**config.mk**
```make
export PLATFORM = sky130hd
export DESIGN_NAME = apb_master_bridge
export DESIGN_NICKNAME = d
export VERILOG_FILES = /design/src/rtl/apb_master_bridge.sv
export SDC_FILE = /design/constraint.sdc
export NUM_CORES = 1
export LEC_CHECK = 0
export CAP_MARGIN = 20
export CELL_PAD_IN_SITES_DETAIL_PLACEMENT = 1
export CELL_PAD_IN_SITES_GLOBAL_PLACEMENT = 1
export CORE_MARGIN = 4
export CORE_UTILIZATION = 34
export CTS_BUF_LIST = sky130_fd_sc_hd__clkbuf_8 sky130_fd_sc_hd__clkbuf_16
export DETAILED_ROUTE_END_ITERATION = 6
export PLACE_DENSITY_LB_ADDON = 0.1
export SYNTH_ARGS = -nofsm -noshare
export SYNTH_HDL_FRONTEND = slang
export SYNTH_SLANG_ARGS = --single-unit
```
**constraint.sdc**
```tcl
create_clock -name PCLK -period 4.76 [get_ports PCLK]
set_input_delay 0.714 -clock PCLK [delete_from_list [all_inputs] [get_ports PCLK]]
set_output_delay 0.714 -clock PCLK [all_outputs]
set_load 0.1 [all_outputs]
```
**src/rtl/apb_master_bridge.sv**
```systemverilog
`default_nettype none
// =============================================================================
// apb_master_bridge : valid/ready command port to APB master, one response per
// command, with bounded-wait timeout.                      Revision: 1.0
// =============================================================================
module apb_master_bridge #(
  parameter int ADDR_WIDTH     = 8,
  parameter int DATA_WIDTH     = 32,
  parameter int TIMEOUT_CYCLES = 16
) (
  input  logic                  PCLK,
  input  logic                  PRESETn,
  input  logic                  cmd_valid,
  output logic                  cmd_ready,
  input  logic                  cmd_write,
  input  logic [ADDR_WIDTH-1:0] cmd_addr,
  input  logic [DATA_WIDTH-1:0] cmd_wdata,
  output logic                  rsp_valid,
  input  logic                  rsp_ready,
  output logic [DATA_WIDTH-1:0] rsp_rdata,
  output logic                  rsp_error,
  output logic                  PSEL,
  output logic                  PENABLE,
  output logic [ADDR_WIDTH-1:0] PADDR,
  output logic                  PWRITE,
  output logic [DATA_WIDTH-1:0] PWDATA,
  input  logic [DATA_WIDTH-1:0] PRDATA,
  input  logic                  PREADY
);

  localparam int               CNT_W      = $clog2(TIMEOUT_CYCLES) + 1;
  localparam logic [CNT_W-1:0] C_CNT_LAST = CNT_W'(TIMEOUT_CYCLES - 1);
  localparam logic [CNT_W-1:0] C_CNT_MAX  = '1;

  typedef enum logic [1:0] {
    IDLE   = 2'd0,
    SETUP  = 2'd1,
    ACCESS = 2'd2,
    RESP   = 2'd3
  } state_t;

  state_t                  state_q;
  logic [CNT_W-1:0]        cnt_q;
  logic [CNT_W-1:0]        cnt_d;
  logic                    psel_q;
  logic                    penable_q;
  logic                    pwrite_q;
  logic [ADDR_WIDTH-1:0]   paddr_q;
  logic [DATA_WIDTH-1:0]   pwdata_q;
  logic                    rsp_valid_q;
  logic                    rsp_error_q;
  logic [DATA_WIDTH-1:0]   rsp_rdata_q;

  assign cnt_d = (cnt_q == C_CNT_MAX) ? cnt_q : cnt_q + CNT_W'(1);

  always_ff @(posedge PCLK or negedge PRESETn) begin
    if (!PRESETn) begin
      state_q     <= IDLE;
      cnt_q       <= '0;
      psel_q      <= 1'b0;
      penable_q   <= 1'b0;
      pwrite_q    <= 1'b0;
      paddr_q     <= '0;
      pwdata_q    <= '0;
      rsp_valid_q <= 1'b0;
      rsp_error_q <= 1'b0;
      rsp_rdata_q <= '0;
    end else begin
      case (state_q)
        IDLE: begin
          if (cmd_valid) begin
            paddr_q   <= cmd_addr;
            pwrite_q  <= cmd_write;
            pwdata_q  <= cmd_wdata;
            psel_q    <= 1'b1;
            penable_q <= 1'b0;
            cnt_q     <= '0;
            state_q   <= SETUP;
          end
        end
        SETUP: begin
          penable_q <= 1'b1;
          state_q   <= ACCESS;
        end
        ACCESS: begin
          // Address/data registers are left untouched so they hold last values.
          if (PREADY) begin
            psel_q      <= 1'b0;
            penable_q   <= 1'b0;
            rsp_rdata_q <= pwrite_q ? '0 : PRDATA;
            rsp_error_q <= 1'b0;
            rsp_valid_q <= 1'b1;
            state_q     <= RESP;
          end else if (cnt_q == C_CNT_LAST) begin
            psel_q      <= 1'b0;
            penable_q   <= 1'b0;
            rsp_rdata_q <= '0;
            rsp_error_q <= 1'b1;
            rsp_valid_q <= 1'b1;
            state_q     <= RESP;
          end else begin
            cnt_q <= cnt_d;
          end
        end
        RESP: begin
          if (rsp_ready) begin
            rsp_valid_q <= 1'b0;
            state_q     <= IDLE;
          end
        end
        default: state_q <= IDLE;
      endcase
    end
  end

  assign cmd_ready = (state_q == IDLE);
  assign rsp_valid = rsp_valid_q;
  assign rsp_rdata = rsp_rdata_q;
  assign rsp_error = rsp_error_q;
  assign PSEL      = psel_q;
  assign PENABLE   = penable_q;
  assign PADDR     = paddr_q;
  assign PWRITE    = pwrite_q;
  assign PWDATA    = pwdata_q;

endmodule
`default_nettype wire

```
==> impl_metrics.env, run 1 <==
export IMPL_finalCritPeriodShare_pct=65.8
export IMPL_start_util_pct=35.1
export IMPL_synthCells=298
export IMPL_antenna_found_initial=0
export IMPL_endpoint="cmd_ready"
export IMPL_drive_above_1_share_pct=14.5
export IMPL_die_area_um2=11900
export IMPL_synth_cell_types=26
export IMPL_synth_seq_cells=84
export IMPL_use_met1_pct=20.7
export IMPL_final_antenna_net_count=0
export IMPL_reg2regPathDepth=7
export IMPL_cts_buffers=9
export IMPL_multi_input_area_um2=1270
export IMPL_path_clk_slew_ps=80
export IMPL_track_usage_pct=17.0
export IMPL_grt_pass1_vias=2992
export IMPL_grtUsageMet3_pct=4.50
export IMPL_maxSlewHeadroom_pct=31.4
export IMPL_yosysTopAreaCell="dfrtp_1"
export IMPL_pin_count=156
export IMPL_routed_wl_mm=9.80
export IMPL_worstReg2RegEnd="rsp_valid$_DFFE_PN0P_"
export IMPL_syn_area_um2=3460
export IMPL_yosys_top_cells_area="dfrtp_1 (61%), mux2_2 (14%), nand2_1 (7.7%)"
export IMPL_drtPass1Iterations=2
export IMPL_drc_errors=0
export IMPL_maxCapViolations=0
export IMPL_area_growth_pct=55.6
export IMPL_layout_setup_ws_ps=1630
export IMPL_fp_coreArea_um2=9860
export IMPL_clock_latency_ps=350
export IMPL_drt_wirelength_per_cell_um=16.6
export IMPL_placement_rows=36
export IMPL_place_area_um2=5140
export IMPL_fin_nets=538
export IMPL_io_buffer_count=155
export IMPL_cts_sinks=84
export IMPL_ctsHoldBuffers=0
export IMPL_first_iter_violations=63
export IMPL_tightestPinTransition_ps=1030
export IMPL_r2r_start="cnt_q[0]$_DFFE_PN0P_"
export IMPL_hold_path_class="in -> async"
export IMPL_seq_area_frac_synth_pct=60.7
export IMPL_synth_most_common_cell="dfrtp_1"
export IMPL_ys_warn_count=0
export IMPL_end_kind="output pin"
export IMPL_die_h_um=109
export IMPL_required_ps=4050
export IMPL_cts_setup_buffers=0
export IMPL_startpoint_type="flop"
export IMPL_synth_top_area_share_pct=60.7
export IMPL_ctsResizeCount=0
export IMPL_path_class="reg -> out"
export IMPL_fmax_mhz=319
export IMPL_gr_total_overflow=0
export IMPL_chipWidth_um=109
export IMPL_preCtsSetupSlack_ps=2010
export IMPL_use_met2_pct=29.9
export IMPL_async_flop_share_pct=100
export IMPL_busiest_layer="met2"
export IMPL_cts_root_buf="clkbuf_8"
export IMPL_finalSetupTns_ps=0
export IMPL_cp_data_arrival_time_ps=2420
export IMPL_synth_avg_cell_area_um2=11.6
export IMPL_finalSetupViolations=0
export IMPL_slew_violations=0
export IMPL_htree_levels=3
export IMPL_synth_edf_count=0
export IMPL_synth_ff_type="dfrtp_1"
export IMPL_outcome="finished clean"
export IMPL_rsz0062_at_grt="no"
export IMPL_syn_nets=385
export IMPL_cts_tree="done"
export IMPL_seq_area_um2=2100
export IMPL_crit_fanout=7
export IMPL_grt_pass1_wl_mm=15.6
export IMPL_via_count=2747
export IMPL_startpoint="state_q[0]$_DFFE_PN0P_"
export IMPL_r2r_setup_slack_ps=2250
export IMPL_grt_max_degree=85
export IMPL_antenna_cells=0
export IMPL_fillCellCount=1051
export IMPL_vias_per_cell=4.66
export IMPL_fin_skew_ps=7.82
export IMPL_fin_crit_ps=3130
export IMPL_final_area_um2=5390
export IMPL_synth_top_cells_by_count="dfrtp_1 (84), nand2_1 (71), mux2_2 (43)"
export IMPL_globalplace_congestion=0.722
export IMPL_hold_viol=0
export IMPL_clock_path_buffers=2
export IMPL_dp_hpwl_mm=7.24
-- how the worst min path moves through the flow --
stage,startpoint,endpoint,slack [ps],depth (start not counted)
after floorplan,PRESETn,PADDR[0]$_DFFE_PN0P_,420,0
after global placement,rsp_rdata[15]$_DFFE_PN0P_,rsp_rdata[15]$_DFFE_PN0P_,460,2
after detailed placement,rsp_rdata[3]$_DFFE_PN0P_,rsp_rdata[3]$_DFFE_PN0P_,470,2
after CTS,rsp_rdata[3]$_DFFE_PN0P_,rsp_rdata[3]$_DFFE_PN0P_,490,2
after global routing,PRESETn,rsp_rdata[17]$_DFFE_PN0P_,320,1
final,PRESETn,rsp_rdata[17]$_DFFE_PN0P_,320,1
-- sequential cells by signal, summed over array words and instances (netlist names) --
name       count
PENABLE        1
PADDR          8
PWDATA        32
PSEL           1
rsp_rdata     32
rsp_valid      1
cnt_q          5
PWRITE         1
state_q        2
rsp_error      1
-- cells in the final DEF, fill, tap and decap left out, types with 2 or more instances in the layout --
cell type | netlist | final
o21ai_0 | 39 | 38
mux2i_1 | 2 | 2
inv_1 | 6 | 7
buf_4 | 0 | 4
a21oi_1 | 2 | 2
nand3_1 | 3 | 3
bufinv_16 | 0 | 2
mux2_2 | 43 | 43
clkbuf_8 | 0 | 10
nor2b_1 | 3 | 2
o311ai_1 | 2 | 2
dfrtp_1 | 84 | 84
o211ai_1 | 2 | 2
or3_1 | 2 | 2
clkdlybuf4s50_1 | 0 | 154
clkinv_4 | 0 | 2
nor3_1 | 3 | 3
ha_1 | 9 | 9
nand2_1 | 71 | 71
-- stage by stage --
step | hold WS (ps) | util [%] | cells
3_5_place_dp | 471 | 52.1 | 572
4_1_cts | 489 | 54.4 | 588
5_1_grt | 322 | 54.6 | 589
2_1_floorplan | 418 | - | 298
6_report | 316 | 54.6 | 589
3_3_place_gp | 460 | 52.1 | 572
-- kinds of logic (layout without fill, tap and decap cells) --
| group | count (synthesis) | in the layout | synth area share (%) |
|---|---|---|---|
| flops | 84 | 84 | 60.7 |
| fa+ha+maj | 9 | 9 | 3.25 |
| compound gates | 50 | 50 | 8.20 |
| mux | 45 | 45 | 14.6 |
| simple gates | 87 | 87 | 10.4 |
| buf+inv | 23 | 181 | 2.93 |
-- worst max-delay path: stages (launching register included) --
cell             delay, ps
dfrtp_1                430
inv_1                  140
ha_1                   320
clkdlybuf4s50_1       1190
-- per-layer routing --
layer / wire [um] / vias up
met1: 3860 / 1359
met2: 5200 / 70
met3: 609 / 9
met4: 136 / 0
met5: 0 / -
li1: - / 1309
-- final cells by class --
cell class | instances | area share (%)
Inverter | 6 | 0.418
Tap cell | 133 | 3.09
Timing Repair Buffer | 159 | 29.7
Multi-Input combinational cell | 191 | 23.6
Sequential cell | 84 | 39.0
Clock inverter | 6 | 1.65
Clock buffer | 10 | 2.55
Power of run 1 is left out: the tool's default activity adds up to more than one toggle a clock period on the data nets, which glitch-free logic cannot reach.
==> inputs of run 2 (changes only) <==
Settings changed: CORE_UTILIZATION 34 to 31.
Clock period 4.76 ns to 3.1 ns, I/O delays scaled along.
==> impl_metrics.env, run 2 (synthesis gave the netlist of run 1 again) <==
export IMPL_outcome="finished clean"
export IMPL_start_util_pct=31.8
export IMPL_end_kind="flop"
export IMPL_layout_commonest_cell="buf_4"
export IMPL_fp_coreArea_um2=10900
export IMPL_placement_rows=38
export IMPL_cp_data_arrival_time_ps=2470
export IMPL_clock_latency_ps=350
export IMPL_finalCritPeriodShare_pct=72.4
export IMPL_cts_tree="done"
export IMPL_final_cells=598
export IMPL_drt_wirelength_per_cell_um=16.0
export IMPL_gr_total_overflow=0
export IMPL_path_class="reg -> reg"
export IMPL_dp_hpwl_mm=7.11
export IMPL_cts_sinks=84
export IMPL_io_buffer_count=155
export IMPL_antenna_found_initial=0
export IMPL_grt_pass1_vias=3001
export IMPL_place_area_um2=4970
export IMPL_final_antenna_net_count=0
export IMPL_track_usage_pct=15.1
export IMPL_area_growth_pct=49.8
export IMPL_globalplace_congestion=0.710
export IMPL_die_h_um=114
export IMPL_final_area_um2=5190
export IMPL_grt_pass1_wl_mm=15.5
export IMPL_clock_path_buffers=2
export IMPL_path_clk_slew_ps=90
export IMPL_numPlacedInstances=582
export IMPL_fin_crit_ps=2250
export IMPL_cts_root_buf="clkbuf_8"
export IMPL_fmax_mhz=445
export IMPL_startpoint_type="flop"
export IMPL_grt_max_degree=58
export IMPL_tightestPinTransition_ps=736
export IMPL_required_ps=3320
export IMPL_fillCellCount=1201
export IMPL_drive_above_1_share_pct=31.9
export IMPL_routed_wl_mm=9.55
export IMPL_fin_skew_ps=11.2
export IMPL_die_area_um2=12900
export IMPL_vias_per_cell=4.63
export IMPL_via_count=2769
export IMPL_finalSetupViolations=0
export IMPL_cts_setup_buffers=0
export IMPL_first_iter_violations=78
export IMPL_hold_path_class="in -> async"
export IMPL_drc_errors=0
export IMPL_pin_count=156
export IMPL_ctsHoldBuffers=0
export IMPL_mostFrequentLayoutCells="buf_4 (85), dfrtp_1 (84), clkdlybuf4s50_1 (76), nand2_1 (71), mux2_2 (43)"
export IMPL_cts_buffers=9
export IMPL_crit_fanout=26
export IMPL_maxSlewHeadroom_pct=50.9
export IMPL_ctsResizeCount=0
export IMPL_maxCapViolations=0
export IMPL_hold_viol=0
export IMPL_antenna_cells=0
export IMPL_chipWidth_um=114
export IMPL_fin_nets=540
export IMPL_htree_levels=3
export IMPL_utilization_pct=47.7
export IMPL_finalSetupTns_ps=0
export IMPL_slew_violations=0
export IMPL_drtPass1Iterations=4
export IMPL_rsz0062_at_grt="no"
==> run 2: routing by layer <==
metal	GRT usage, %	vias to the layer above	share of wire (%)
li1	-	1314	-
met1	19.0	1375	41
met2	25.8	72	52
met3	3.82	8	5.4
met4	4.49	0	1.6
met5	0	-	0
==> run 2: worst paths after layout <==
kind	start	slack (ps)	depth (start not counted)	to
worst min-delay path	PRESETn	170	1	rsp_rdata[17]$_DFFE_PN0P_
worst max register to register	cnt_q[0]$_DFFE_PN0P_	850	6	rsp_rdata[20]$_DFFE_PN0P_
worst min register to register	rsp_rdata[2]$_DFFE_PN0P_	490	2	rsp_rdata[2]$_DFFE_PN0P_
min in group PCLK	rsp_rdata[2]$_DFFE_PN0P_	490	2	rsp_rdata[2]$_DFFE_PN0P_
max in group asynchronous	PRESETn	2200	2	PWDATA[5]$_DFFE_PN0P_
worst max-delay path	cnt_q[0]$_DFFE_PN0P_	850	6	rsp_rdata[20]$_DFFE_PN0P_
==> run 2: stage by stage <==
stage,setup WS [ps],hold slack (ps)
final,854,167
after global routing,640,220
after CTS,822,192
after detailed placement,829,474
after global placement,912,466
after floorplan,803,169
==> run 2: layout make-up <==
cell class | instances | area, um2 | share of cell area (%)
timing repair buffer | 161 | 1400 | 27.0
inverter | 6 | 22.5 | 0.434
sequential | 84 | 2100 | 40.5
multi-input combinational | 191 | 1270 | 24.5
tap | 140 | 175 | 3.38
clock buffer | 9 | 124 | 2.39
clock inverter | 7 | 92.6 | 1.78
==> run 2: critical path, cell delays in order, from the launching register on <==
cell and delay (ps):
dfrtp_1 430, ha_1 240, and3_1 210, ha_1 260, o21ai_4 500, buf_4 350
o21ai_0 130
Power of run 2 is left out for the same reason.
==> inputs of run 3 (changes only) <==
Settings changed: CORE_UTILIZATION 31 to 28.
Clock period 3.1 ns to 2 ns, I/O delays scaled along.
==> impl_metrics.env, run 3 (synthesis gave the netlist of run 1 again) <==
export IMPL_htree_levels=3
export IMPL_drt_wirelength_per_cell_um=15.4
export IMPL_reg2regPathDepth=6
export IMPL_final_antenna_net_count=0
export IMPL_cp_top_family="simple AND/OR/NAND/NOR gates"
export IMPL_worstPathCellList="ha_2, and3_4, ha_4, or3_4, a2111o_1, o311ai_1"
export IMPL_path_clk_slew_ps=60
export IMPL_finalCritPeriodShare_pct=93.9
export IMPL_slew_violations=0
export IMPL_gr_total_overflow=0
export IMPL_cts_tree="done"
export IMPL_fin_crit_ps=1880
export IMPL_cts_root_buf="clkbuf_16"
export IMPL_chipWidth_um=119
export IMPL_io_buffer_count=155
export IMPL_cts_sinks=84
export IMPL_drive_above_1_share_pct=34.8
export IMPL_path_buf_inv=0
export IMPL_finalSetupViolations=0
export IMPL_vias_per_cell=4.33
export IMPL_first_iter_violations=90
export IMPL_fp_coreArea_um2=12100
export IMPL_startpoint_type="flop"
export IMPL_grt_pass1_vias=2988
export IMPL_maxSlewHeadroom_pct=69.9
export IMPL_hold_path_class="in -> async"
export IMPL_die_h_um=119
export IMPL_crit_fanout=4
export IMPL_rsz0062_at_grt="no"
export IMPL_grt_max_degree=67
export IMPL_cts_setup_buffers=0
export IMPL_placement_rows=40
export IMPL_mostFrequentLayoutCells="buf_4 (89), dfrtp_1 (84), clkdlybuf4s50_1 (76), nand2_1 (70), mux2_2 (43)"
export IMPL_fin_skew_ps=6.64
export IMPL_utilization_pct=45.5
export IMPL_hold_viol=0
export IMPL_die_area_um2=14200
export IMPL_track_usage_pct=14.6
export IMPL_start_util_pct=28.7
export IMPL_drc_errors=0
export IMPL_required_ps=2230
export IMPL_outcome="finished clean"
export IMPL_multi_input_area_um2=1310
export IMPL_tightestPinTransition_ps=452
export IMPL_seq_area_um2=2100
export IMPL_dp_hpwl_mm=7.40
export IMPL_area_growth_pct=58.5
export IMPL_fillCellCount=1332
export IMPL_layout_commonest_cell="buf_4"
export IMPL_drtPass1Iterations=3
export IMPL_antenna_cells=0
export IMPL_path_class="reg -> reg"
export IMPL_fmax_mhz=532
export IMPL_clock_latency_ps=340
export IMPL_worstReg2RegEnd="cnt_q[4]$_DFFE_PN0P_"
export IMPL_routed_wl_mm=9.83
export IMPL_grt_pass1_wl_mm=16.1
export IMPL_r2r_start="cnt_q[0]$_DFFE_PN0P_"
export IMPL_critPathSlowestCell="or3_4"
export IMPL_antenna_found_initial=0
export IMPL_via_count=2759
export IMPL_end_kind="flop"
export IMPL_globalplace_congestion=0.776
export IMPL_cts_buffers=9
export IMPL_clock_path_buffers=2
export IMPL_fin_nets=551
export IMPL_maxCapViolations=0
export IMPL_cp_data_arrival_time_ps=2110
export IMPL_r2r_setup_slack_ps=120
export IMPL_critPathMaxStageDelay_ps=410
export IMPL_pin_count=156
-- run 3: what timing repair did --
action	in CTS	in global routing
pin swaps	0	0
endpoints found under the hold margin	31	0
gates resized for setup	1	6
setup endpoints to repair	1	20
hold buffers	1	0
-- run 3: layer usage --
metal	GRT usage [%]	up-vias	wire, um
li1	-	1345	-
met1	16.3	1339	3740
met2	25.9	61	5380
met3	3.85	14	510
met4	6.52	0	200
met5	0	-	0
-- run 3: final cells by class --
class	count	share of cell area, %
flip-flops and latches	84	38.3
repair buffers	172	28.4
multi-input cells	191	23.9
clock buffers	9	4.10
well taps	168	3.83
clock inverters	7	1.09
inverters	6	0.410
-- run 3: how the worst max path moves through the flow --
| stage | slack, ps | startpoint | end | depth (start not counted) |
|---|---|---|---|---|
| 2_1_floorplan | 10 | cnt_q[0]$_DFFE_PN0P_ | cnt_q[4]$_DFFE_PN0P_ | 7 |
| 3_3_place_gp | 50 | cnt_q[0]$_DFFE_PN0P_ | cnt_q[4]$_DFFE_PN0P_ | 6 |
| 3_5_place_dp | -2 | cnt_q[0]$_DFFE_PN0P_ | cnt_q[4]$_DFFE_PN0P_ | 6 |
| 4_1_cts | 30 | cnt_q[0]$_DFFE_PN0P_ | cnt_q[4]$_DFFE_PN0P_ | 6 |
| 5_1_grt | 40 | cnt_q[0]$_DFFE_PN0P_ | cnt_q[4]$_DFFE_PN0P_ | 6 |
| 6_report | 120 | cnt_q[0]$_DFFE_PN0P_ | cnt_q[4]$_DFFE_PN0P_ | 6 |
-- run 3: metrics by stage --
step                hold slack [ps]  TNS, ps  cell area (um2)  setup WS [ps]  cells
finish                          454        0             5490            121    637
global route                    490        0             5490           42.4    637
CTS                             459        0             5470           25.0    637
detailed placement              282    -1.51             5160          -1.51    620
global placement                286        0             5160           53.9    620
floorplan                      4.41        0             3470           13.5    298
Power of run 3 is left out for the same reason.
